===== src/rtl/fifo_sync_flags.sv =====
// Synchronous FIFO with status flags, sticky error flags and
// selectable first-word-fall-through or registered read port.
module fifo_sync_flags #(
  parameter int DATA_WIDTH    = 32,
  parameter int ADDR_WIDTH    = 4,
  parameter int AFULL_THRESH  = 2**ADDR_WIDTH-2,
  parameter int AEMPTY_THRESH = 2,
  parameter int FWFT          = 0
) (
  input  logic                  clk,
  input  logic                  i_rst_n,
  input  logic                  i_wen,
  input  logic [DATA_WIDTH-1:0] i_data,
  input  logic                  i_ren,
  input  logic                  i_flush,
  input  logic                  i_clr_err,
  output logic [DATA_WIDTH-1:0] o_data,
  output logic                  o_valid,
  output logic                  o_empty,
  output logic                  o_full,
  output logic                  o_almost_empty,
  output logic                  o_almost_full,
  output logic [ADDR_WIDTH:0]   o_count,
  output logic                  o_overflow,
  output logic                  o_underflow
);

  localparam int DEPTH = 2**ADDR_WIDTH;
  localparam logic [ADDR_WIDTH:0] AF_LVL =
    (ADDR_WIDTH+1)'(AFULL_THRESH);
  localparam logic [ADDR_WIDTH:0] AE_LVL =
    (ADDR_WIDTH+1)'(AEMPTY_THRESH);

  logic [DATA_WIDTH-1:0] mem [DEPTH];
  logic [ADDR_WIDTH:0]   wptr;
  logic [ADDR_WIDTH:0]   rptr;
  logic [ADDR_WIDTH:0]   count;
  logic                  empty;
  logic                  full;
  logic                  wr_ok;
  logic                  rd_ok;
  logic                  wr_err;
  logic                  rd_err;
  logic                  ovf;
  logic                  udf;

  assign count = wptr - rptr;
  assign empty = (wptr == rptr);
  assign full  = (wptr[ADDR_WIDTH-1:0] == rptr[ADDR_WIDTH-1:0])
              && (wptr[ADDR_WIDTH] != rptr[ADDR_WIDTH]);

  // flush swallows same-cycle requests, so they neither move nor err
  assign wr_ok  = i_wen && !full  && !i_flush;
  assign rd_ok  = i_ren && !empty && !i_flush;
  assign wr_err = i_wen && full   && !i_flush;
  assign rd_err = i_ren && empty  && !i_flush;

  always_ff @(posedge clk or negedge i_rst_n) begin
    if (!i_rst_n) begin
      wptr <= '0;
      rptr <= '0;
    end else if (i_flush) begin
      wptr <= '0;
      rptr <= '0;
    end else begin
      if (wr_ok) wptr <= wptr + 1'b1;
      if (rd_ok) rptr <= rptr + 1'b1;
    end
  end

  always_ff @(posedge clk or negedge i_rst_n) begin
    if (!i_rst_n) begin
      ovf <= 1'b0;
      udf <= 1'b0;
    end else begin
      ovf <= wr_err || (ovf && !i_clr_err);
      udf <= rd_err || (udf && !i_clr_err);
    end
  end

  always_ff @(posedge clk) begin
    if (wr_ok) mem[wptr[ADDR_WIDTH-1:0]] <= i_data;
  end

  if (FWFT != 0) begin : g_fwft
    // gate with empty so unreset memory never leaks to o_data
    assign o_data  = empty ? '0 : mem[rptr[ADDR_WIDTH-1:0]];
    assign o_valid = !empty;
  end else begin : g_reg
    logic [DATA_WIDTH-1:0] rdata;
    logic                  rvalid;

    always_ff @(posedge clk or negedge i_rst_n) begin
      if (!i_rst_n) begin
        rdata  <= '0;
        rvalid <= 1'b0;
      end else begin
        rvalid <= rd_ok;
        if (rd_ok) rdata <= mem[rptr[ADDR_WIDTH-1:0]];
      end
    end

    assign o_data  = rdata;
    assign o_valid = rvalid;
  end

  assign o_count        = count;
  assign o_empty        = empty;
  assign o_full         = full;
  assign o_almost_full  = (count >= AF_LVL);
  assign o_almost_empty = (count <= AE_LVL);
  assign o_overflow     = ovf;
  assign o_underflow    = udf;

endmodule


===== config.mk =====
export PLATFORM = sky130hd
export DESIGN_NAME = fifo_sync_flags
export DESIGN_NICKNAME = d
export VERILOG_FILES = /design/src/rtl/fifo_sync_flags.sv
export SDC_FILE = /design/constraint.sdc
export NUM_CORES = 1
export LEC_CHECK = 0
export ABC_CLOCK_PERIOD_IN_PS = 7500
export BUFFER_PORTS_ARGS = -buffer_cell sky130_fd_sc_hd__buf_2
export CAP_MARGIN = 10
export CELL_PAD_IN_SITES_DETAIL_PLACEMENT = 0
export CELL_PAD_IN_SITES_GLOBAL_PLACEMENT = 2
export CORE_ASPECT_RATIO = 0.9
export CORE_MARGIN = 4
export CORE_UTILIZATION = 50
export CTS_BUF_LIST = sky130_fd_sc_hd__clkbuf_16
export DETAILED_ROUTE_END_ITERATION = 10
export HOLD_SLACK_MARGIN = 0.05
export PLACE_DENSITY_LB_ADDON = 0.1
export SLEW_MARGIN = 10
export SYNTH_ARGS = -nofsm -noshare
export SYNTH_HDL_FRONTEND = slang
export SYNTH_SLANG_ARGS = --single-unit

===== constraint.sdc =====
create_clock -name clk -period 7.5 [get_ports clk]
set_clock_uncertainty 0.15 [all_clocks]
set_input_delay 0.375 -clock clk [delete_from_list [all_inputs] [get_ports clk]]
set_output_delay 0.375 -clock clk [all_outputs]
set_load 0.03 [all_outputs]

==> metrics.txt <==
status completed; GRT busiest layer met2; core area 42110 µm²; RSZ-0062 raised after global routing false; hold path start i_ren; Vias/cell 5.710; Leak 7.896 nW; final hold vios 0; grt ovf 0; fill count 3157; HPWL Detailed 25010 µm; met3 Use GR 2.980%; clk buf depth 3; gate count after technology mapping 1102; Hold EP rptr[2]$_DFFE_PN0P_; maximum VDD drop 275.6 µV; first-pass GRT wire length 69100 µm; nets@finish 1289; TritonRoute pass-1 iters 5; worst-case reg-to-reg path depth 7; Yosys warning total 0; DR vias 10.48k; Post-Syn Area per Cell 19.47 µm²; pwr dens 292.4 nW/µm²; CTS Buf Count 55; asr flop ratio synth 8.079%; Tmin final 4.033 ns; P&R area growth vs syn 14.69%; count of max-cap constraint violations 0; synthesized flop and latch total 557; I/O Buffers 81; antenna violations before repair 0; Post-DRT Antenna Nets 0; count leader, synth edfxtp_1; Die X 226.3 µm; Synth area leaders edfxtp_1, mux4_2, mux2i_1; Die Ht 204.5 µm; Final GP Congestion 0.7453; clock-pin transition on the worst setup and hold timing paths 0.06 ns; IO Count 82; number of diodes 0; Crit Path Class reg -> reg; Synth cell types 38; clk sinks 557; Critical R2R Launch rptr[1]$_DFFE_PN0P_; register area 16510 µm²; maximum fanout along the worst path 49; max-slew violations 0; H-tree level count 2; CP endpoint kind register; setup ws final 3.467 ns; min-delay worst type in -> reg; setup TNS 0 ns; Hold Path Cell Cnt 4; pre-CTS setup slack 3.397 ns; drt total wl 45240 µm; area of the multi-input gates 4741 µm²; DRC Markers 0; prevailing post-synth register cell edfxtp_1; post-synthesis sequential area ratio 76.92%; layout cell share with drive strength beyond 1 22.90%; Post CTS Setup Buffer Count 0; non-filler cells, final 1835; Post-synth EDFFs 512; reg2reg end mem[7][5]$_DFFE_PP_; WP data required 7.60 ns; CTS tree done; Initial Util 50.94%; M2 GR Usage 32.74%; Startpoint Class register; top cells by count, synth edfxtp_1, mux2i_1, mux4_2, o22ai_1, nor2_1; drt wl/cell 24.65 µm; largest net degree at the start of global routing 58; Slew HR 19.38%; Mapped Area 21450 µm²; Synth Net Count 1150; post-cts resize count 0; initial DRC count 687; total routing usage reported by global routing 20.05%; Rows 71; post-synth top area share 71.68%; total power 7.195 mW; Skew-Pair Late Insertion Delay 0.60 ns; CP Data Arrival Time 4.14 ns; DIE AREA 46280 µm²; Max Freq 0.2480 GHz; Tightest Pin Transition 1.206 ns; cell taking the most area after synthesis edfxtp_1; Final Cycle Share 53.77%; cell count after placement 1693; number of global-route vias before repair 10.88k; FF-to-FF setup slack 3.47 ns; CTS root buf clkbuf_16; final setup vio count 0; met1 Use GR 28.92%
[state kept, by name, summed over array words and instances (netlist names)]
register,cells
o_overflow,1
mem,512
o_underflow,1
o_valid,1
o_data,32
rptr,5
wptr,5
[layout by cell type (no fill, tap or decap), drive strengths merged, types with 5 or more instances in the layout]
cell type and instances:
a211oi 33, a21oi 38, buf 105, clkbuf 57
clkinv 29, dfrtp 45, dlygate4sd3 37, edfxtp 512
ha 9, inv 26, mux2 32, mux2i 130
mux4 64, nand2 6, nor2 53, o21ai 6
o22ai 64, xor2 5
[layout make-up]
class | instances | share of cell area [%]
sequential | 557 | 67.11
multi-input combinational | 476 | 19.27
clock buffer | 57 | 5.798
timing repair buffer | 142 | 3.936
tap | 547 | 2.782
clock inverter | 47 | 0.9714
inverter | 9 | 0.1373
[worst max path at each step]
| stage | slack [ns] | cells past startpoint | end | startpoint |
|---|---|---|---|---|
| finish | 3.47 | 7 | mem[7][5]$_DFFE_PP_ | rptr[1]$_DFFE_PN0P_ |
| global placement | 3.45 | 7 | mem[7][8]$_DFFE_PP_ | rptr[1]$_DFFE_PN0P_ |
| detailed placement | 3.40 | 7 | mem[7][9]$_DFFE_PP_ | rptr[1]$_DFFE_PN0P_ |
| floorplan | 2.56 | 10 | mem[3][0]$_DFFE_PP_ | rptr[1]$_DFFE_PN0P_ |
| CTS | 3.38 | 7 | mem[7][5]$_DFFE_PP_ | rptr[1]$_DFFE_PN0P_ |
| global route | 3.20 | 7 | mem[7][5]$_DFFE_PP_ | rptr[1]$_DFFE_PN0P_ |
[through the flow]
| step | util [%] | cell area, µm² | hold WS, ns |
|---|---|---|---|
| floorplan | - | 21450 | -0.07059 |
| global placement | 53.54 | 22550 | 0.3468 |
| detailed placement | 53.54 | 22550 | 0.3599 |
| CTS | 58.38 | 24580 | 0.06525 |
| global route | 58.43 | 24600 | 0.1336 |
| finish | 58.43 | 24600 | 0.1048 |
[per-layer routing]
layer / part of all wire, % / vias to the layer above
li1: - / 4765
met1: 46 / 5456
met2: 48 / 189
met3: 3.7 / 67
met4: 1.8 / 0
met5: 0 / -
[worst max-delay path: stages, from the launching register on]
cell and delay (ns):
dfrtp_4 1.00, inv_1 0.19, ha_1 0.35, and4_1 0.25, a21oi_1 0.31, nand2_1 0.29, nor2_4 0.65, buf_4 0.46
[repair_timing]
item / in CTS / in global routing
hold buffers: 37 / 0
endpoints found under the hold margin: 569 / 0
endpoints found under the setup margin: 0 / 0
[cells by family after synthesis]
family,count (synthesis),share of synthesized area [%]
muxes,226,14.47
AOI/OAI and AO/OA,150,4.386
adders and majority gates,10,0.6183
DFF,557,76.92
buffers and inverters,69,1.563
xor gates and xnor gates,9,0.3674
and+or+nand+nor,81,1.674
[where the power goes]
part,internal (mW),switching [mW]
sequential,3.50,0.0973
clock,1.40,1.13
combinational,0.436,0.630
total,5.34,1.85
Power figures use the tool's default switching activity.
